## src/rtl/xy_route_stage_if.sv

```systemverilog
// Flit bus for the XY route-compute stage: link-side inputs plus the buffered,
// routed heads presented to the switch allocator.
interface xy_route_stage_if #(
  parameter int COORD_W = 3,
  parameter int NUM_CH  = 4,
  parameter int DATA_W  = 8
);
  localparam int AW = 2 * COORD_W;

  logic [NUM_CH-1:0]        in_valid;
  logic [NUM_CH-1:0]        in_ready;
  logic [NUM_CH*AW-1:0]     in_addr;
  logic [NUM_CH*DATA_W-1:0] in_data;

  logic [NUM_CH-1:0]        out_valid;
  logic [NUM_CH-1:0]        out_ready;
  logic [NUM_CH*AW-1:0]     out_addr;
  logic [NUM_CH*DATA_W-1:0] out_data;
  logic [NUM_CH*5-1:0]      out_dir;
  logic [NUM_CH-1:0]        out_err;
  logic [7:0]               err_cnt;

  modport master (
    output in_valid, in_addr, in_data, out_ready,
    input  in_ready, out_valid, out_addr, out_data, out_dir, out_err, err_cnt
  );

  modport slave (
    input  in_valid, in_addr, in_data, out_ready,
    output in_ready, out_valid, out_addr, out_data, out_dir, out_err, err_cnt
  );
endinterface

```

## src/rtl/xy_route_stage.sv

```systemverilog
// XY route-compute stage: per-channel 2-entry FIFOs that store each flit with its
// one-hot output direction (E,W,N,S,LOCAL) and an out-of-mesh error flag.
module xy_route_stage #(
  parameter int COORD_W   = 3,
  parameter int NODE_ROW  = 4,
  parameter int NODE_COL  = 4,
  parameter int MESH_ROWS = 8,
  parameter int MESH_COLS = 8,
  parameter int NUM_CH    = 4,
  parameter int DATA_W    = 8
) (
  input logic         clk,
  input logic         rst_n,
  xy_route_stage_if.slave bus
);
  localparam int AW = 2 * COORD_W;
  localparam logic [COORD_W:0]   ROW_LIM = MESH_ROWS[COORD_W:0];
  localparam logic [COORD_W:0]   COL_LIM = MESH_COLS[COORD_W:0];
  localparam logic [COORD_W-1:0] MY_ROW  = NODE_ROW[COORD_W-1:0];
  localparam logic [COORD_W-1:0] MY_COL  = NODE_COL[COORD_W-1:0];

  // Returns {err, dir}; column is resolved before row (dimension-ordered XY).
  function automatic logic [5:0] compute_route(input logic [AW-1:0] a);
    logic [COORD_W-1:0] row;
    logic [COORD_W-1:0] col;
    logic [5:0]         r;
    row = a[AW-1:COORD_W];
    col = a[COORD_W-1:0];
    if (({1'b0, row} >= ROW_LIM) || ({1'b0, col} >= COL_LIM)) r = 6'b100000;
    else if (col > MY_COL) r = 6'b000001;
    else if (col < MY_COL) r = 6'b000010;
    else if (row > MY_ROW) r = 6'b000100;
    else if (row < MY_ROW) r = 6'b001000;
    else                   r = 6'b010000;
    return r;
  endfunction

  logic [NUM_CH-1:0] push_err;

  for (genvar i = 0; i < NUM_CH; i++) begin : g_ch
    logic [AW-1:0]     addr_mem [2];
    logic [DATA_W-1:0] data_mem [2];
    logic [5:0]        route_mem [2];
    logic              wr_ptr;
    logic              rd_ptr;
    logic              ready_q;
    logic [1:0]        count;
    logic [1:0]        count_nxt;
    logic              push;
    logic              pop;
    logic              head_valid;
    logic [5:0]        route_in;

    assign route_in   = compute_route(bus.in_addr[i*AW +: AW]);
    assign head_valid = (count != 2'd0);
    assign push       = bus.in_valid[i] & ready_q;
    assign pop        = head_valid & bus.out_ready[i];
    assign push_err[i] = push & route_in[5];

    always_comb begin
      count_nxt = count;
      if (push && !pop)      count_nxt = count + 2'd1;
      else if (pop && !push) count_nxt = count - 2'd1;
    end

    // in_ready is registered from the next occupancy, so out_ready never reaches it combinationally.
    always_ff @(posedge clk or negedge rst_n) begin
      if (!rst_n) begin
        for (int e = 0; e < 2; e++) begin
          addr_mem[e]  <= '0;
          data_mem[e]  <= '0;
          route_mem[e] <= '0;
        end
        wr_ptr  <= 1'b0;
        rd_ptr  <= 1'b0;
        count   <= 2'd0;
        ready_q <= 1'b1;
      end else begin
        if (push) begin
          addr_mem[wr_ptr]  <= bus.in_addr[i*AW +: AW];
          data_mem[wr_ptr]  <= bus.in_data[i*DATA_W +: DATA_W];
          route_mem[wr_ptr] <= route_in;
          wr_ptr            <= ~wr_ptr;
        end
        if (pop) rd_ptr <= ~rd_ptr;
        count   <= count_nxt;
        ready_q <= (count_nxt < 2'd2);
      end
    end

    assign bus.in_ready[i]              = ready_q;
    assign bus.out_valid[i]             = head_valid;
    assign bus.out_addr[i*AW +: AW]     = head_valid ? addr_mem[rd_ptr] : '0;
    assign bus.out_data[i*DATA_W +: DATA_W] = head_valid ? data_mem[rd_ptr] : '0;
    assign bus.out_dir[i*5 +: 5]        = head_valid ? route_mem[rd_ptr][4:0] : '0;
    assign bus.out_err[i]               = head_valid & route_mem[rd_ptr][5];
  end

  logic [15:0] err_inc;
  logic [16:0] err_sum;
  logic [7:0]  err_cnt_q;

  always_comb begin
    err_inc = '0;
    for (int i = 0; i < NUM_CH; i++) err_inc = err_inc + 16'(push_err[i]);
  end

  assign err_sum = {9'b0, err_cnt_q} + {1'b0, err_inc};

  // Saturating so a flood of misrouted traffic cannot wrap the counter back to a small value.
  always_ff @(posedge clk or negedge rst_n) begin
    if (!rst_n) err_cnt_q <= 8'd0;
    else        err_cnt_q <= (err_sum > 17'd255) ? 8'hFF : err_sum[7:0];
  end

  assign bus.err_cnt = err_cnt_q;
endmodule

```

## src/flat_wrapper.sv

```systemverilog
// flat-port wrapper written by rule: the top's interface ports become plain ports
module xy_route_stage_flat 
#(
  parameter int COORD_W   = 3,
  parameter int NODE_ROW  = 4,
  parameter int NODE_COL  = 4,
  parameter int MESH_ROWS = 8,
  parameter int MESH_COLS = 8,
  parameter int NUM_CH    = 4,
  parameter int DATA_W    = 8
)
  (clk, rst_n, bus_in_valid, bus_in_addr, bus_in_data, bus_out_ready, bus_in_ready, bus_out_valid, bus_out_addr, bus_out_data, bus_out_dir, bus_out_err, bus_err_cnt);
  xy_route_stage_if #(.COORD_W(COORD_W), .NUM_CH(NUM_CH), .DATA_W(DATA_W)) bus_i ();
  input logic clk;
  input logic rst_n;
  input wire logic [$bits(bus_i.in_valid)-1:0] bus_in_valid;
  input wire logic [$bits(bus_i.in_addr)-1:0] bus_in_addr;
  input wire logic [$bits(bus_i.in_data)-1:0] bus_in_data;
  input wire logic [$bits(bus_i.out_ready)-1:0] bus_out_ready;
  output wire logic [$bits(bus_i.in_ready)-1:0] bus_in_ready;
  output wire logic [$bits(bus_i.out_valid)-1:0] bus_out_valid;
  output wire logic [$bits(bus_i.out_addr)-1:0] bus_out_addr;
  output wire logic [$bits(bus_i.out_data)-1:0] bus_out_data;
  output wire logic [$bits(bus_i.out_dir)-1:0] bus_out_dir;
  output wire logic [$bits(bus_i.out_err)-1:0] bus_out_err;
  output wire logic [$bits(bus_i.err_cnt)-1:0] bus_err_cnt;
  assign bus_i.in_valid = bus_in_valid;
  assign bus_i.in_addr = bus_in_addr;
  assign bus_i.in_data = bus_in_data;
  assign bus_i.out_ready = bus_out_ready;
  assign bus_in_ready = bus_i.in_ready;
  assign bus_out_valid = bus_i.out_valid;
  assign bus_out_addr = bus_i.out_addr;
  assign bus_out_data = bus_i.out_data;
  assign bus_out_dir = bus_i.out_dir;
  assign bus_out_err = bus_i.out_err;
  assign bus_err_cnt = bus_i.err_cnt;
  xy_route_stage #(.COORD_W(COORD_W), .NODE_ROW(NODE_ROW), .NODE_COL(NODE_COL), .MESH_ROWS(MESH_ROWS), .MESH_COLS(MESH_COLS), .NUM_CH(NUM_CH), .DATA_W(DATA_W)) u_core (.clk(clk), .rst_n(rst_n), .bus(bus_i));
endmodule
```

## config.mk

```make
export PLATFORM = sky130hd
export DESIGN_NAME = xy_route_stage_flat
export DESIGN_NICKNAME = d
export VERILOG_FILES = /design/src/rtl/xy_route_stage_if.sv /design/src/rtl/xy_route_stage.sv /design/src/flat_wrapper.sv
export SDC_FILE = /design/constraint.sdc
export NUM_CORES = 1
export LEC_CHECK = 0
export BUFFER_PORTS_ARGS = -buffer_cell sky130_fd_sc_hd__clkbuf_2
export CAP_MARGIN = 20
export CORE_MARGIN = 4
export CORE_UTILIZATION = 35
export CTS_CLUSTER_SIZE = 28
export DETAILED_ROUTE_END_ITERATION = 10
export PLACE_DENSITY = 0.61
export SLEW_MARGIN = 20
export SYNTH_ARGS = -nofsm -noshare
export SYNTH_HDL_FRONTEND = slang
export SYNTH_SLANG_ARGS = --single-unit
```

## constraint.sdc

```tcl
create_clock -name clk -period 1.5 [get_ports clk]
set_input_delay 0.225 -clock clk [delete_from_list [all_inputs] [get_ports clk]]
set_output_delay 0.225 -clock clk [all_outputs]
set_load 0.03 [all_outputs]
```

==> summary.txt, run 1 <==
Worst-path cell chain: buf_12 -> mux2i_1 -> nor2_2 -> buf_6
Cell Rows: 56
Top delay family on crit path: flip-flops
Endpoints failing setup: 84
ANT cells: 0
Largest family of logic cells by synthesized area: multiplexers
Most frequent cell after synthesis: dfrtp_1
CP max FO: 9
Syn_area_per_cell: 12.1 sq um
Final hold slack: 44.5 ps
Fin crit period: 1760 ps
Crit end category: primary output
Port Buffers: 149
Compound-cell area share of the yosys netlist: 3.99%
EDFF count, synth: 0
Synth Area in XOR/XNOR: 0.419%
Total power draw: 31.7 mW
Die Width: 163 um
CTS tree: yes
FMAX: 569 MHz
Final Skew: 9.98 ps
H-tree depth: 4
Ranking of synthesized cells by area: dfrtp_1 50%, mux2_4 9.9%, mux2i_1 9.7%
Starting density of the core: 35.7%
Fin util: 52.0%
Reg clk slew, reported paths: 80 ps
Num ports: 162
Die height: 163 um
Worst Path Buf+Inv: 2
Inserted Clock Buffers: 17
Die Footprint: 0.0265 sq mm
Filler cells: 2002
Worst Hold Class: in -> reg
Global-route wire length before repair: 31200 um
Fin nets: 970
CP required: 1270 ps
1st-iter DRT viols: 238
Post-synthesis mux area share: 27.2%
Initial antenna violation count: 0
Routed wire length: 19400 um
Async set-or-reset flop fraction in the synthesized netlist: 100%
Dpl hpwl: 12600 um
Max_cap viols: 0
ANT nets after route: 0
Overflow after GRT: 0
Netlist cell types: 30
CTS root buf: clkbuf_16
CP Launch Type: flip-flop
Vias in the first global route: 6186
Lkg Pwr: 5.66 nW
Adder-cell area share of the yosys netlist: 1.79%
Fin area: 0.0122 sq mm
Final period util: 117%
Worst setup path startpoint: u_core.g_ch[2].rd_ptr$_DFFE_PN0P_
DR pass1 iterations: 4
DR vias: 5786
Yosys warns: 0
All-layer global routing usage: 14.5%
Status: finished with violations
Vias per Instance: 4.73
Area growth syn-to-layout: 45.9%
DR DRC count: 0
Latest clock arrival within the worst-skew pair: 420 ps
Area leader, netlist: dfrtp_1
Crit path largest cell delay: 440 ps
Failing checks: setup timing
Final hold vios: 0
CTS Sinks: 172
Slowest-stage cell, CP: dfrtp_2
Fin. max-slew vios: 0
Core area: 0.0235 sq mm
Worst Setup Path Type: reg -> out
VDD IR-drop max: 1080 uV
Share of layout cells above drive strength 1: 57.7%
Seq cells post-synth: 172
Clk buf depth: 2
P per Cell Area: 2590 mW/mm^2
Most frequent cells after synthesis: 168 x dfrtp_1, 90 x nor2_1, 81 x mux2i_1
CP arrival: 1530 ps
Top_reg_cell synth: dfrtp_1
Largest net degree at the start of global routing: 52
Syn Inst Count: 689
Post-synthesis instance area: 0.00837 sq mm
GP Congestion: 0.708
Post-Synth Simple-Gate Area: 9.57%
Final Worst Setup Slack: -257 ps
RSZ-0062 raised after global routing: yes
DP Area: 0.00976 sq mm
Drt wl/cell: 15.9 um
Min-delay src: bus_in_data[10]
Sequential share of the synthesized area: 51.5%
Post-synth top area share: 50.2%
power by group:
group	switching, mW	leakage [nW]	internal, mW	total [mW]
logic	8.94	3.30	9.93	18.9
registers	1.60	2.08	6.85	8.45
clock network	1.96	0.277	2.39	4.35
total	12.5	5.66	19.2	31.7
stage by stage:
stage          setup slack [ps]  cells  setup TNS (ps)
5_1_grt                    -333   1224          -24110
6_report                   -257   1224          -17180
3_3_place_gp               6.85   1165               0
4_1_cts                    -285   1210          -18020
2_1_floorplan             -97.7    700           -3810
3_5_place_dp              -42.4   1165           -76.4
kinds of logic after synthesis:
kind of cell / count (synthesis)
AO/OA/AOI/OAI: 61
XOR/XNOR: 4
adder cells (fa/ha/maj): 12
buffers and inverters: 75
flip-flops: 172
multiplexers: 193
other: 1
AND/OR/NAND/NOR: 171
state kept, by name, summed over array words and instances, names as in the netlist, named ones only:
name,cells
u_core.g_ch.ready_q,4
u_core.g_ch.data_mem,64
u_core.g_ch.wr_ptr,4
u_core.g_ch.addr_mem,48
u_core.g_ch.rd_ptr,4
u_core.g_ch.route_mem,40
u_core.g_ch.count,4
layer usage:
metal / routed length (um) / part of all wire, % / GRT usage [%]
met5: 0 / 0 / 0
met4: 210 / 1.1 / 3.32
met3: 714 / 3.7 / 3.39
met2: 9900 / 51 / 24.7
met1: 8610 / 44 / 18.8
placed cells by master, fill, tap and decap left out, types with 5 or more instances in the layout:
master and instances:
dfrtp_1 164, clkbuf_2 65, mux2_2 57, buf_4 56, mux2_4 55, nand2_1 52, o21ai_0 39, mux2i_1 38
nor2_1 34, clkbuf_8 34, nor2_2 33, nor2_4 23, mux2i_2 22, buf_8 22, mux2i_4 21, clkbuf_16 21
buf_12 21, buf_6 17, conb_1 12, inv_2 10, ha_4 9, inv_1 8, a21oi_1 6, a31oi_1 6
inv_4 5, a211oi_2 5, clkinv_4 5
worst register-to-register path: cells and delay by family, from the launching register on:
family	cells	cell delay [ps]
AOI/OAI and AO/OA	2	210
adders and majority gates	2	420
buffers and inverters	4	350
DFF	1	370
and+or+nand+nor	2	310
final timing paths:
check | end | slack, ps | cells after the start
worst max-delay path | bus_out_addr[13] | -260 | 4
worst min-delay path | u_core.g_ch[1].data_mem[2]$_DFFE_PN0P_ | 40 | 2
worst max register to register | flip-flop | -240 | 10
worst min register to register | u_core.g_ch[3].route_mem[6]$_DFFE_PN0P_ | 490 | 2
max in group asynchronous | u_core.g_ch[1].rd_ptr$_DFFE_PN0P_ | 630 | 4
min in group asynchronous | u_core.g_ch[0].route_mem[4]$_DFFE_PN0P_ | 240 | 2
final cells by class:
type	count	area, sq um	share of cell area, %
multi-input cells	453	4450	36.4
flip-flops and latches	172	4310	35.3
repair buffers	225	2380	19.5
clock buffers	20	447	3.66
well taps	319	399	3.27
clock inverters	12	131	1.08
inverters	23	98.8	0.809
repair_timing:
item | CTS | global route
gates resized for setup | 275 | 152
endpoints found under the hold margin | 40 | 0
buffers inserted | 7 | 10
pin swaps | 9 | 15
hold buffers | 1 | 0
setup endpoints to repair | 90 | 93
gates cloned | 5 | 4
Power figures use the tool's default switching activity.
==> run 2, diff against run 1 <==
--- a/config.mk
+++ b/config.mk
@@ -11,7 +11,8 @@
 export CORE_UTILIZATION = 35
 export CTS_CLUSTER_SIZE = 28
 export DETAILED_ROUTE_END_ITERATION = 10
-export PLACE_DENSITY = 0.61
+export PLACE_DENSITY = 0.64
+export SKIP_CTS_REPAIR_TIMING = 1
 export SLEW_MARGIN = 20
 export SYNTH_ARGS = -nofsm -noshare
 export SYNTH_HDL_FRONTEND = slang
==> run 2 against run 1 <==
The flow still finishes with violations (setup timing); largest power group unchanged; sequential power is essentially flat; clock power increased by 6.2%; combinational power down 6%; final cell count shrank 0.65%; critical path depth unchanged; global-route usage decreased by 0.84 points.
==> summary.txt, run 2 (synthesis gave the netlist of run 1 again) <==
Num ports: 162 (unchanged)
Drt wl/cell: 15.9 um (+0.33%)
Worst hold path depth: 2 (unchanged)
Switching part of the total: 39.9% (+0.42 points)
CP required: 1270 ps (about the same)
Commonest non-fill, non-tap cell in the layout: dfrtp_1
Flop pwr share: 27.3% (+0.6 points)
CTS tree: yes
P per Cell Area: 2600 mW/mm^2 (+0.13%)
Port Buffers: 149 (unchanged)
DR DRC count: 0 (unchanged)
Final Worst Setup Slack: -238 ps (+19.5 ps)
CP max FO: 13 (+4)
Die Footprint: 0.0265 sq mm (unchanged)
Global-route track usage on met2: 22.7% (-2.0 points)
Largest regs: u_core.g_ch.data_mem x64, u_core.g_ch.addr_mem x48, u_core.g_ch.route_mem x40
CTS root buf: clkbuf_16
Latest clock arrival within the worst-skew pair: 420 ps (about the same)
Worst Path Buf+Inv: 2 (unchanged)
Die Width: 163 um (unchanged)
Clk buf depth: 2 (unchanged)
P_int: 18.6 mW (-3.2%)
Comb pwr share: 57.8% (-1.8 points)
ANT cells: 0 (unchanged)
Vias in the first global route: 5860 (-5.3%)
Overflow after GRT: 0 (unchanged)
GRT Max-Usage Layer: met2
Core area: 0.0235 sq mm (unchanged)
Sum Neg Setup Slack: -15330 ps (+1860 ps)
Final period util: 116% (-1.3 points)
Max_cap viols: 0 (unchanged)
Psw: 12.3 mW (-1.5%)
Failing checks: setup timing
VDD IR-drop max: 1500 uV (+38%)
Share of layout cells above drive strength 1: 56.0% (-1.7 points)
Slew margin rel.: 66.6%
Die height: 163 um (unchanged)
R2r worst-path depth: 9 (-1)
Total power draw: 30.9 mW (-2.5%)
Fin crit period: 1740 ps (-19.5 ps)
Lkg Pwr: 5.57 nW (-1.6%)
Worst Max-Slew Pin Slew: 501 ps
Top delay family on crit path: flip-flops
ANT nets after route: 0 (unchanged)
Worst-path cell chain: buf_12 -> mux2i_4 -> nor2_1 -> buf_4
Biggest register: u_core.g_ch.data_mem
FMAX: 575 MHz (+1.1%)
Max reg flops: 64 (unchanged)
Dpl hpwl: 12700 um (+0.83%)
Starting density of the core: 35.7% (unchanged)
1st-iter DRT viols: 200 (-16%)
All-layer global routing usage: 13.6% (-0.84 points)
H-tree depth: 4 (unchanged)
Endpoints failing setup: 82 (-2.4%)
Crit end category: primary output
Commonest non-fill, non-tap cells in the layout: 166 x dfrtp_1, 64 x clkbuf_2, 64 x buf_4
CP Launch Type: flip-flop
Vias per Instance: 4.69 (-0.84%)
Fin nets: 962 (-0.82%)
CP arrival: 1510 ps (-20 ps)
Worst Hold Class: in -> reg
GP Congestion: 0.773 (+9.1%)
Cell Rows: 56 (unchanged)
Final hold vios: 0 (unchanged)
Worst Setup Path Type: reg -> out
Routed wire length: 19400 um (-0.33%)
Fin. max-slew vios: 0 (unchanged)
Met1 GRT Util: 17.9% (-0.89 points)
CP Depth: 4 (unchanged)
DR pass1 iterations: 4 (unchanged)
Initial antenna violation count: 1 (+1)
Crit path largest cell delay: 410 ps (-30 ps)
GRT met3 Usage: 3.44% (+0.051 points)
Global-route wire length before repair: 29300 um (-6.1%)
DR vias: 5700 (-1.5%)
Status: finished with violations
Final Skew: 7.88 ps (-2.10 ps)
Area growth syn-to-layout: 42.1%
RSZ-0062 raised after global routing: yes
Clock share of power: 15.0% (+1.3 points)
CTS Sinks: 172 (unchanged)
Inserted Clock Buffers: 17 (unchanged)
Largest net degree at the start of global routing: 47 (-9.6%)
Filler cells: 2040 (+1.9%)
Reg clk slew, reported paths: 70 ps (about the same)
Slowest-stage cell, CP: dfrtp_1
[run 2: final timing paths]
kind	from	to	slack [ps]
max	u_core.g_ch[3].rd_ptr$_DFFE_PN0P_	bus_out_data[24]	-240
min	bus_in_data[12]	u_core.g_ch[1].data_mem[4]$_DFFE_PN0P_	50
max reg2reg	flip-flop	flip-flop	-80
min reg2reg	u_core.g_ch[2].route_mem[6]$_DFFE_PN0P_	u_core.g_ch[2].route_mem[6]$_DFFE_PN0P_	480
max in group asynchronous	rst_n	u_core.g_ch[2].ready_q$_DFF_PN1_	580
min in group asynchronous	rst_n	u_core.g_ch[1].data_mem[4]$_DFFE_PN0P_	310
[run 2: layout make-up]
type,count,area (sq um),area share (%)
Clock inverter,12,149,1.25
Inverter,23,101,0.852
Clock buffer,20,467,3.92
Tap cell,319,399,3.36
Sequential cell,172,4310,36.3
Timing Repair Buffer,217,2010,16.9
Multi-Input combinational cell,453,4450,37.4
[run 2: power by group through the flow]
stage	Combinational [mW]	Sequential [mW]	Clock (mW)
2_1_floorplan	9.65	7.78	0
3_3_place_gp	12.6	8.04	0
3_5_place_dp	12.8	8.12	0
4_1_cts	12.8	8.05	4.75
5_1_grt	19.0	8.67	4.97
6_report	17.8	8.42	4.62
[run 2: metrics by stage]
stage               worst slack [ps]  instances  util, %  hold WS (ps)  cell area, sq um
finish                          -238       1216     50.7          45.3             11900
global route                    -327       1216     50.7          24.6             11900
CTS                             -398       1194     44.0          -253             10300
detailed placement             -47.0       1162     41.4           212              9710
global placement               -17.5       1162     41.4           215              9710
floorplan                      -97.7        700        -         -70.6              8410
[run 2: routing by layer]
metal  vias up  part of all wire (%)  routed length [um]
met1      2844                    45                8650
met5         -                 0.067                  13
met3        17                   3.9                 758
met2        98                    50                9750
met4         2                   1.0                 195
li1       2739                     -                   -
[run 2: worst reg2reg max path, cell delays in order (launching register included)]
cell and delay [ps]:
dfrtp_1 370, inv_2 80, ha_4 220, inv_2 70
nand2_2 70, inv_1 50, ha_2 190, nor3b_1 130
a211oi_1 210, a21oi_1 60
==> run 3, diff against run 2 <==
--- a/config.mk
+++ b/config.mk
@@ -5,13 +5,14 @@
 export SDC_FILE = /design/constraint.sdc
 export NUM_CORES = 1
 export LEC_CHECK = 0
+export ABC_AREA = 1
 export BUFFER_PORTS_ARGS = -buffer_cell sky130_fd_sc_hd__clkbuf_2
 export CAP_MARGIN = 20
 export CORE_MARGIN = 4
 export CORE_UTILIZATION = 35
 export CTS_CLUSTER_SIZE = 28
 export DETAILED_ROUTE_END_ITERATION = 10
-export PLACE_DENSITY = 0.64
+export PLACE_DENSITY = 0.63
 export SKIP_CTS_REPAIR_TIMING = 1
 export SLEW_MARGIN = 20
 export SYNTH_ARGS = -nofsm -noshare
==> run 3 against run 2 <==
Critical path depth rose by 3; final area decreased by 3.1%; the run still ends with setup timing left; total power decreased by 8.1%; combinational power decreased by 9.6%; fmax is 4.6% lower.
==> summary.txt, run 3 <==
Footprint of the multi-input gates: 0.00398 sq mm (-11%)
CTS root buf: clkbuf_16
Failing checks: setup timing
Worst Hold Class: in -> reg
Netlist cell types: 28 (-6.7%)
Slowest-stage cell, CP: dfrtp_1
DR vias: 6825 (+20%)
Routed met2 length: 10000 um (+2.6%)
Filler cells: 2402 (+18%)
Final hold slack: 47.2 ps (+1.86 ps)
CP max FO: 6 (-7)
Post-Layout Cell Count: 1512 (+24%)
Worst Setup Path Type: reg -> out
Latest clock arrival within the worst-skew pair: 420 ps (about the same)
EDFF count, synth: 0 (unchanged)
CP required: 1270 ps (about the same)
Most frequent cell after synthesis: nand2_1
Vias in the first global route: 6711 (+15%)
Crit path largest cell delay: 370 ps (-40 ps)
Drt wl/cell: 13.7 um (-14%)
H-tree depth: 4 (unchanged)
1st-iter DRT viols: 303 (+52%)
CTS Sinks: 172 (unchanged)
GP Congestion: 0.794 (+2.8%)
Fin crit period: 1820 ps (+84.2 ps)
ANT cells: 0 (unchanged)
Most frequent cells after synthesis: 210 x nand2_1, 168 x dfrtp_1, 158 x nor2_1
DR DRC count: 0 (unchanged)
Status: finished with violations
Ranking of synthesized cells by area: dfrtp_1 48%, nand2_1 9.0%, o21ai_2 9.0%
Core area: 0.0245 sq mm (+4.2%)
Clk buf depth: 2 (unchanged)
All-layer global routing usage: 14.4% (+0.73 points)
Largest regs: u_core.g_ch.data_mem x64, u_core.g_ch.addr_mem x48, u_core.g_ch.route_mem x40
Die Width: 166 um (+2.2%)
Sequential share of the synthesized area: 49.2% (-2.3 points)
Placed Cells: 1469 (+26%)
Fin nets: 1254 (+30%)
DR WL met3: 630 um (-17%)
Syn_area_per_cell: 8.68 sq um (-29%)
CP Launch Type: flip-flop
Dpl hpwl: 14100 um (+12%)
Commonest non-fill, non-tap cell in the layout: nand2_1
Port Buffers: 149 (unchanged)
Final period util: 121% (+5.6 points)
Final Skew: 14.4 ps (+6.52 ps)
FMAX: 549 MHz (-4.6%)
Commonest non-fill, non-tap cells in the layout: 208 x nand2_1, 167 x dfrtp_1, 129 x o21ai_2
Final hold vios: 0 (unchanged)
Worst-path cell chain: inv_2 -> ha_4 -> inv_8 -> buf_6 -> o21ai_1 -> nor2_2 -> buf_6
M1 wire length: 9910 um (+15%)
Top_reg_cell synth: dfrtp_1
Inserted Clock Buffers: 17 (unchanged)
Global-route wire length before repair: 33400 um (+14%)
Max_cap viols: 0 (unchanged)
Largest net degree at the start of global routing: 49 (+4.3%)
Lkg Pwr: 5.67 nW (+1.9%)
Async set-or-reset flop fraction in the synthesized netlist: 100% (unchanged)
Share of layout cells above drive strength 1: 42.4% (-14 points)
Max reg flops: 64 (unchanged)
Reg clk slew, reported paths: 80 ps (about the same)
Vias per Instance: 4.51 (-3.7%)
CP arrival: 1600 ps (+90 ps)
Final Worst Setup Slack: -322 ps (-84.2 ps)
Area leader, netlist: dfrtp_1
Area growth syn-to-layout: 31.5%
Fin. max-slew vios: 0 (unchanged)
DR pass1 iterations: 4 (unchanged)
Top layer in use: met4
VDD IR-drop max: 1200 uV (-20%)
Most frequent CP cell: buf_6
Initial antenna violation count: 0 (-1)
CTS tree: yes
Starting density of the core: 35.8% (+0.16 points)
ANT nets after route: 0 (unchanged)
Die Footprint: 0.0276 sq mm (+4.5%)
Cell Rows: 57 (+1.8%)
Num ports: 162 (unchanged)
Routed wire length: 20700 um (+6.7%)
Biggest register: u_core.g_ch.data_mem
Yosys warns: 0 (unchanged)
Endpoints failing setup: 85 (+3.7%)
Crit end category: primary output
Post-synth top area share: 48.0% (-2.2 points)
Die height: 166 um (+2.2%)
P per Cell Area: 2460 mW/mm^2 (-5.2%)
Post-synthesis instance area: 0.00876 sq mm (+4.7%)
RSZ-0062 raised after global routing: yes
Worst slack, placed: -130 ps (-83.4 ps)
Overflow after GRT: 0 (unchanged)
Syn Inst Count: 1009 (+46%)
Seq cells post-synth: 172 (unchanged)
Flip-flop and latch area: 0.00431 sq mm (about the same)
==> run 3: cell types whose count changed in the layout (fill, tap and decap cells not counted), sizes merged, moves of 7 or more <==
cell	delta
a21oi	+7
buf	-15
inv	+84
mux2	-112
mux2i	-81
nand2	+172
nand3	+24
nand3b	-8
nor2	+72
o21ai	+171
==> run 3: metrics by stage <==
step                setup TNS, ps  area (sq um)  utilization [%]  power (mW)
floorplan                       0          9000                -        17.6
global placement             -154          9970             40.8        20.4
detailed placement           -544          9970             40.8        20.6
CTS                        -35190         10500             43.1        25.1
global route               -28460         11500             47.1        30.3
finish                     -21390         11500             47.1        28.3
==> run 3: path summary, 6_finish.rpt <==
| check | start | to | slack (ps) | depth (start not counted) |
|---|---|---|---|---|
| max in group asynchronous | rst_n | u_core.g_ch[1].data_mem[1]$_DFFE_PN0P_ | 600 | 3 |
| setup reg to reg | flip-flop | u_core.g_ch[2].count[0]$_DFFE_PN0P_ | -90 | 9 |
| setup / recovery | flip-flop | bus_out_dir[2] | -320 | 7 |
| hold reg to reg | u_core.g_ch[1].data_mem[13]$_DFFE_PN0P_ | u_core.g_ch[1].data_mem[13]$_DFFE_PN0P_ | 480 | 2 |
| min in group asynchronous | rst_n | u_core.g_ch[2].wr_ptr$_DFFE_PN0P_ | 300 | 2 |
| hold / removal | bus_in_data[5] | u_core.g_ch[0].data_mem[13]$_DFFE_PN0P_ | 50 | 3 |
==> run 3: layout make-up <==
cell class,instances,area share [%]
flip-flops and latches,172,37.4
clock inverters,12,1.11
clock buffers,19,3.76
repair buffers,201,15.8
inverters,109,3.90
multi-input cells,675,34.5
well taps,324,3.52
==> run 3: kinds of logic after synthesis <==
family / count (synthesis) / synth area share, %
adder cells (fa/ha/maj): 12 / 1.71
XOR/XNOR: 4 / 0.400
AO/OA/AOI/OAI: 225 / 16.7
buffers and inverters: 173 / 11.4
flip-flops: 172 / 49.2
AND/OR/NAND/NOR: 422 / 20.5
other: 1 / 0.0428
==> run 3: power by group <==
group / internal [mW] / total (mW) / switching [mW]
combinational: 6.63 / 16.1 / 9.47
sequential: 6.65 / 7.92 / 1.27
clock: 2.33 / 4.32 / 1.99
==> run 3: critical path, delay by kind of cell, from the launching register on <==
kind	cells	cell delay [ps]
compound gates	1	70
fa+ha+maj	1	170
buf+inv	4	400
flops	1	370
simple gates	1	160
==> run 3: per-layer routing <==
layer,GRT usage [%],vias to the layer above
met2,23.1,116
met4,3.56,0
met5,0,-
met1,19.9,3191
li1,-,3510
met3,3.14,8
